`src/rtl/uftb_update_sched.sv`:
```
// uFTB write-update scheduler: redirect skid + commit FIFO with coalescing, s0_fire deferral and a starvation cap.
// Optional macro UFTB_UPD_SCHED_PERF_EN adds saturating perf_drop_cnt / perf_coalesce_cnt / perf_force_cnt outputs.
module uftb_update_sched #(
  parameter int PC_W       = 41,
  parameter int DATA_W     = 263,
  parameter int DEPTH      = 4,
  parameter int STARVE_MAX = 7
) (
  input  logic              clock,
  input  logic              reset,
  input  logic              ctrl_enable,
  input  logic              s0_fire,
  input  logic              cmt_valid,
  output logic              cmt_ready,
  input  logic [PC_W-1:0]   cmt_pc,
  input  logic [DATA_W-1:0] cmt_data,
  input  logic              rdr_valid,
  output logic              rdr_ready,
  input  logic [PC_W-1:0]   rdr_pc,
  input  logic [DATA_W-1:0] rdr_data,
  output logic              upd_valid,
  output logic [PC_W-1:0]   upd_pc,
  output logic [DATA_W-1:0] upd_data
`ifdef UFTB_UPD_SCHED_PERF_EN
  ,
  output logic [15:0]       perf_drop_cnt,
  output logic [15:0]       perf_coalesce_cnt,
  output logic [15:0]       perf_force_cnt
`endif
);

  localparam int AW = $clog2(DEPTH);
  localparam int PW = AW + 1;
  localparam int SW = $clog2(STARVE_MAX + 1);
  localparam logic [SW-1:0] STARVE_LIM = SW'(STARVE_MAX);

  typedef enum logic [0:0] {ST_DIS = 1'b0, ST_RUN = 1'b1} state_t;

  state_t            r_state;
  state_t            w_state_nxt;
  logic [PW-1:0]     r_wptr;
  logic [PW-1:0]     r_rptr;
  logic [PC_W-1:0]   r_mem_pc   [DEPTH];
  logic [DATA_W-1:0] r_mem_data [DEPTH];
  logic              r_skid_vld;
  logic [PC_W-1:0]   r_skid_pc;
  logic [DATA_W-1:0] r_skid_data;
  logic [SW-1:0]     r_starve;
  logic              r_upd_valid;
  logic [PC_W-1:0]   r_upd_pc;
  logic [DATA_W-1:0] r_upd_data;

  logic              w_empty;
  logic              w_full;
  logic [PW-1:0]     w_count;
  logic [AW-1:0]     w_head_idx;
  logic [AW-1:0]     w_tail_idx;
  logic              w_flush;
  logic              w_cand_vld;
  logic [PC_W-1:0]   w_cand_pc;
  logic [DATA_W-1:0] w_cand_data;
  logic              w_issue;
  logic              w_skid_pop;
  logic              w_fifo_pop;
  logic              w_coal_hit;
  logic              w_coal_wr;
  logic              w_push;
  logic              w_skid_push;
  logic              w_cmt_ready;
  logic              w_rdr_ready;

  assign w_empty    = (r_wptr == r_rptr);
  assign w_full     = (r_wptr[AW] != r_rptr[AW]) && (r_wptr[AW-1:0] == r_rptr[AW-1:0]);
  assign w_count    = r_wptr - r_rptr;
  assign w_head_idx = r_rptr[AW-1:0];
  assign w_tail_idx = r_wptr[AW-1:0] - AW'(1);
  assign w_flush    = (r_state == ST_RUN) && !ctrl_enable;

  // State register
  always_ff @(posedge clock or negedge reset) begin
    if (!reset) begin
      r_state <= ST_DIS;
    end else begin
      r_state <= w_state_nxt;
    end
  end

  // Next-state logic: enable alone selects the mode for the next cycle
  always_comb begin
    w_state_nxt = r_state;
    case (r_state)
      ST_DIS:  w_state_nxt = ctrl_enable ? ST_RUN : ST_DIS;
      ST_RUN:  w_state_nxt = ctrl_enable ? ST_RUN : ST_DIS;
      default: w_state_nxt = ST_DIS;
    endcase
  end

  // Output / datapath control: candidate select, issue, handshakes and coalescing
  always_comb begin
    w_cand_vld  = 1'b0;
    w_cand_pc   = '0;
    w_cand_data = '0;
    w_issue     = 1'b0;
    w_skid_pop  = 1'b0;
    w_fifo_pop  = 1'b0;
    w_coal_hit  = 1'b0;
    w_coal_wr   = 1'b0;
    w_push      = 1'b0;
    w_skid_push = 1'b0;
    w_cmt_ready = 1'b1;
    w_rdr_ready = 1'b1;
    case (r_state)
      ST_RUN: begin
        if (r_skid_vld) begin
          w_cand_vld  = 1'b1;
          w_cand_pc   = r_skid_pc;
          w_cand_data = r_skid_data;
        end else if (!w_empty) begin
          w_cand_vld  = 1'b1;
          w_cand_pc   = r_mem_pc[w_head_idx];
          w_cand_data = r_mem_data[w_head_idx];
        end else begin
          w_cand_vld  = 1'b0;
        end
        w_issue    = w_cand_vld && (!s0_fire || (r_starve == STARVE_LIM));
        w_skid_pop = w_issue && r_skid_vld;
        w_fifo_pop = w_issue && !r_skid_vld;
        // A single-entry FIFO being popped has no stable tail to merge into
        w_coal_hit = !w_empty && (r_mem_pc[w_tail_idx] == cmt_pc)
                     && !(w_fifo_pop && (w_count == PW'(1)));
        w_cmt_ready = !w_full || w_fifo_pop || w_coal_hit;
        w_rdr_ready = !r_skid_vld || w_skid_pop;
        w_push      = cmt_valid && w_cmt_ready && !w_coal_hit;
        w_coal_wr   = cmt_valid && w_coal_hit;
        w_skid_push = rdr_valid && w_rdr_ready;
      end
      default: begin
        w_cmt_ready = 1'b1;
        w_rdr_ready = 1'b1;
      end
    endcase
  end

  // FIFO pointers, redirect skid and starvation counter
  always_ff @(posedge clock or negedge reset) begin
    if (!reset) begin
      r_wptr      <= '0;
      r_rptr      <= '0;
      r_skid_vld  <= 1'b0;
      r_skid_pc   <= '0;
      r_skid_data <= '0;
      r_starve    <= '0;
    end else if (w_flush) begin
      r_wptr      <= '0;
      r_rptr      <= '0;
      r_skid_vld  <= 1'b0;
      r_starve    <= '0;
    end else begin
      if (w_push) begin
        r_wptr <= r_wptr + PW'(1);
      end else begin
        r_wptr <= r_wptr;
      end
      if (w_fifo_pop) begin
        r_rptr <= r_rptr + PW'(1);
      end else begin
        r_rptr <= r_rptr;
      end
      if (w_skid_push) begin
        r_skid_vld  <= 1'b1;
        r_skid_pc   <= rdr_pc;
        r_skid_data <= rdr_data;
      end else if (w_skid_pop) begin
        r_skid_vld  <= 1'b0;
      end else begin
        r_skid_vld  <= r_skid_vld;
      end
      if (w_cand_vld && !w_issue) begin
        r_starve <= (r_starve == STARVE_LIM) ? r_starve : r_starve + SW'(1);
      end else begin
        r_starve <= '0;
      end
    end
  end

  // FIFO storage; contents are don't-care while the pointers say empty
  always_ff @(posedge clock) begin
    if (w_push) begin
      r_mem_pc[r_wptr[AW-1:0]]   <= cmt_pc;
      r_mem_data[r_wptr[AW-1:0]] <= cmt_data;
    end else if (w_coal_wr) begin
      r_mem_data[w_tail_idx] <= cmt_data;
    end
  end

  // Registered update port; an issue in the disabling cycle is discarded
  always_ff @(posedge clock or negedge reset) begin
    if (!reset) begin
      r_upd_valid <= 1'b0;
      r_upd_pc    <= '0;
      r_upd_data  <= '0;
    end else if (w_issue && !w_flush) begin
      r_upd_valid <= 1'b1;
      r_upd_pc    <= w_cand_pc;
      r_upd_data  <= w_cand_data;
    end else begin
      r_upd_valid <= 1'b0;
    end
  end

  assign cmt_ready = w_cmt_ready;
  assign rdr_ready = w_rdr_ready;
  assign upd_valid = r_upd_valid;
  assign upd_pc    = r_upd_pc;
  assign upd_data  = r_upd_data;

`ifdef UFTB_UPD_SCHED_PERF_EN
  logic [15:0] r_perf_drop;
  logic [15:0] r_perf_coal;
  logic [15:0] r_perf_force;
  logic [1:0]  w_drop_inc;
  logic [16:0] w_drop_sum;

  assign w_drop_inc = (r_state == ST_DIS) ? ({1'b0, cmt_valid} + {1'b0, rdr_valid}) : 2'd0;
  assign w_drop_sum = {1'b0, r_perf_drop} + {15'd0, w_drop_inc};

  // Saturating performance counters
  always_ff @(posedge clock or negedge reset) begin
    if (!reset) begin
      r_perf_drop  <= 16'd0;
      r_perf_coal  <= 16'd0;
      r_perf_force <= 16'd0;
    end else begin
      r_perf_drop <= w_drop_sum[16] ? 16'hFFFF : w_drop_sum[15:0];
      if (w_coal_wr && (r_perf_coal != 16'hFFFF)) begin
        r_perf_coal <= r_perf_coal + 16'd1;
      end else begin
        r_perf_coal <= r_perf_coal;
      end
      if (w_issue && !w_flush && s0_fire && (r_perf_force != 16'hFFFF)) begin
        r_perf_force <= r_perf_force + 16'd1;
      end else begin
        r_perf_force <= r_perf_force;
      end
    end
  end

  assign perf_drop_cnt     = r_perf_drop;
  assign perf_coalesce_cnt = r_perf_coal;
  assign perf_force_cnt    = r_perf_force;
`endif

endmodule

```
`config.mk`:
```
export PLATFORM = sky130hd
export DESIGN_NAME = uftb_update_sched
export DESIGN_NICKNAME = d
export VERILOG_FILES = /design/src/rtl/uftb_update_sched.sv
export SDC_FILE = /design/constraint.sdc
export NUM_CORES = 2
export LEC_CHECK = 0
export CAP_MARGIN = 20
export CORE_AREA = 2 2 363 365
export CTS_CLUSTER_DIAMETER = 30
export CTS_CLUSTER_SIZE = 20
export DETAILED_ROUTE_END_ITERATION = 10
export DIE_AREA = 0 0 365 367
export DONT_BUFFER_PORTS = 1
export HOLD_SLACK_MARGIN = 0.15
export PLACE_DENSITY = 0.79
export RECOVER_POWER = 50
export SLEW_MARGIN = 20
export SYNTH_ARGS = -nofsm -noshare
export SYNTH_HDL_FRONTEND = slang
export SYNTH_SLANG_ARGS = --single-unit
export TNS_END_PERCENT = 1
```
`constraint.sdc`:
```
create_clock -name clock -period 27.9 [get_ports clock]
set_input_delay 5.58 -clock clock [delete_from_list [all_inputs] [get_ports clock]]
set_output_delay 5.58 -clock clock [all_outputs]
set_load 0.05 [all_outputs]
```
==> results.md <==
- Vias per cell: 6.561
- Number of synthesized flops with an enable pin: 1216
- Startpoint Class: primary input
- Power density cells: 114.8 nW/µm²
- Synth top area cells: edfxtp_1 52%, dfrtp_1 22%, mux4_2 11%
- Total I/O pin count: 921
- Max Cap Viol: 6
- Post-CTS sizing: 0
- Port bufs: 0
- Final setup viols: 0
- Most common cell after layout, fill and taps aside: edfxtp_1
- Hold depth: 1
- FF-to-FF path depth: 10
- Area of the die: about 130000 µm²
- Max Slew Vio Count: between 600 and 700
- Syn_nets: 4461
- Final Hold Vio Count: 0
- Reg2reg end: upd_data[120]
- Global-route wire length before repair: between 200 and 300 mm
- Post-synth ARST share: about a third
- Nets: ~4600
- Yosys top cell area share: a little over 50%
- Initial core utilization: 53.91%
- Die width: about 370 µm
- CP Capture Type: asynchronous set/reset pin
- Worst path bufs/invs: 2
- Setup TNS: 0 ns
- Netlist Area Pre-Place: 70330 µm²
- Instance count on the critical path: 2
- Fmax: 55.51 MHz
- Worst EP arrival: between 15 and 20 ns
- GR Overflow Total: 0
- Crit path top cell by count: clkbuf_1
- Detail Route Antenna Nets: 0
- Vias in the first global route: a little over 40000
- Clock Latency Late Sink: 0.90 ns
- Fill count: slightly above 8000
- RSZ-0062 raised after global routing: false
- Post-DR wirelength/cell: ~32 µm
- Clock slew at reported path FFs: 0.05 ns
- Hold Path Class: reg2reg
- Core area: 130500 µm²
- Outcome: complete, but fails checks
- Avg Cell Area, Syn: 18.33 µm²
- Main synth FF type: edfxtp_1
- Rows: 133
- YS warnings: 0
- Hold bufs inserted after CTS: 0
- Cell Chain, Critical Path: clkbuf_1 > clkbuf_1
- Post-synthesis sequential area ratio: around 74%
- Seq cells post-synth: 1836
- Largest net degree at the start of global routing: between 600 and 700
- Critical setup path kind: in2async
- Hpwl dp: 109.3 mm
- Via count: 39638
- Clock buffer depth: 4
- Worst slew margin: -430.0%
- Initial drt markers: approximately 4300
- CP max FO: 152
- Cells after DPL: 5400
- GRT Total Usage: 28.44%
- Clock Tree Root: clkbuf_16
- Top Family by Delay on Critical Path: buffers and inverters
- Worst slew pin tran: 7.950 ns
- Worst Clk Skew: 0.07018 ns
- Cells after synthesis: 3837
- Commonest cells after routing, fill and taps aside: 1216 x edfxtp_1, 622 x nor2_1, 616 x dfrtp_1
- Worst EP required: roughly 27 ns
- Worst ir drop on vdd: 0.00009640 V
- RePlAce Congestion: between 0.8 and 0.9
- Area grow syn2layout: 18.76%
- TritonCTS clock tree: built
- Worst Setup EP: r_skid_data[209]
- Die H: 367 µm
- Area leader, netlist: edfxtp_1
- LEAKAGE: 29.43 nW
- Layout cells sized above 1: between 20% and 30%
- Num CTS Buffers: 335
- Post-Route WL: 193.6 mm
- Final min period: 18.02 ns
- Slowest CP cell: clkbuf_1
- Worst reg2reg setup slack: 16.78 ns
- CP max stage delay: 5.66 ns
- Unique cell type count in the Yosys netlist: 51
- Post-Layout Cell Count: ~6000
- R2R Path Start: r_wptr[0]
- H-tree level count: 5
- TritonCTS Sinks: ~1800
- Setup bufs post-CTS: 0
- Crit share post-route: 64.57%
- Violations in the final reports: max-capacitance violations, max-slew violations
- Initial DRT Pass Iterations: 8
- Antenna violations before repair: 42
- Critical Path Start: reset
- DR DRC count: 0
==> layout make-up <==
type	count	area [µm²]	area share (%)
sequential	1836	52040	62.31
multi-input combinational	1743	17380	20.81
clock buffer	404	9085	10.88
tap	1755	2196	2.629
clock inverter	196	2185	2.616
timing repair buffer	61	509.2	0.6097
antenna	37	92.59	0.1109
inverter	9	35.03	0.04195
==> worst min path at each step <==
stage	start	endpoint	slack [ns]
floorplan	r_starve[0]	r_starve[0]	0.41
global placement	r_starve[0]	r_starve[0]	0.42
detailed placement	r_starve[0]	r_starve[0]	0.44
CTS	r_starve[0]	r_starve[0]	0.44
global route	r_starve[0]	r_starve[0]	0.47
finish	r_starve[0]	r_starve[0]	0.44
==> cells by family after synthesis <==
group	synth area share, %
AOI/OAI and AO/OA	4.127
xor gates and xnor gates	0.5106
adders and majority gates	0.1886
buffers and inverters	1.413
DFF	73.98
muxes	15.95
and+or+nand+nor	3.825
==> cells in the mapped netlist (2+ instances only) <==
library cell and count:
or4_1 2, a22oi_1 3, edfxtp_1 1216, mux2i_1 32
nand2_1 26, mux2_2 306, and2_1 4, o22ai_1 2
mux4_2 331, ha_1 9, a2111oi_0 2, a221oi_1 306
a21oi_1 4, nor4_1 4, dfrtp_1 620, nor2_1 625
inv_1 8, buf_1 14, a2bb2oi_1 3, xor2_1 28
nand4_1 5, buf_4 2, clkbuf_1 224, nor3_1 4
xnor2_1 13, or2_2 2, nand2b_1 4, buf_2 8
o21ai_0 2, nand3_1 5, a22o_1 2, nor2b_1 2
==> registers in the layout (all words and copies together), names as in the netlist <==
name and flops:
upd_data 263, upd_valid 1, r_wptr 3, r_skid_vld 1, r_state 1, r_starve 3
r_skid_data 263, r_rptr 3, upd_pc 41, r_skid_pc 41, r_mem_pc 164, r_mem_data 1052
==> power breakdown <==
part	switching [mW]	internal, mW	leakage, nW	total (mW)
sequential	1.15	3.33	18.3	4.48
clock	1.39	2.64	5.46	4.03
combinational	0.624	0.458	5.67	1.08
total	3.17	6.42	29.4	9.59
==> stage by stage <==
step           worst slack, ns  hold WS, ns  utilization (%)  instance area [µm²]  total power, mW
5_1_grt                  7.206       0.4680            63.99                83490            9.859
3_3_place_gp             14.08       0.4194            55.29                72130            5.472
3_5_place_dp             14.25       0.4352            55.29                72140            5.520
4_1_cts                  14.23       0.4408            63.93                83410            9.577
6_report                 9.885       0.4408            64.02                83520            9.588
2_1_floorplan            7.138       0.4097                -                70330            5.176
==> per-layer routing <==
metal | vias up | GRT usage (%) | part of all wire, % | routed length, µm
li1 | 15580 | - | - | -
met1 | 20571 | 32.91 | 33 | 63850
met2 | 2750 | 45.18 | 49 | 94950
met3 | 709 | 10.53 | 11 | 21620
met4 | 28 | 17.29 | 6.7 | 13020
met5 | - | 0 | 0.096 | 185
No activity file was read; power rests on OpenSTA's default activity.
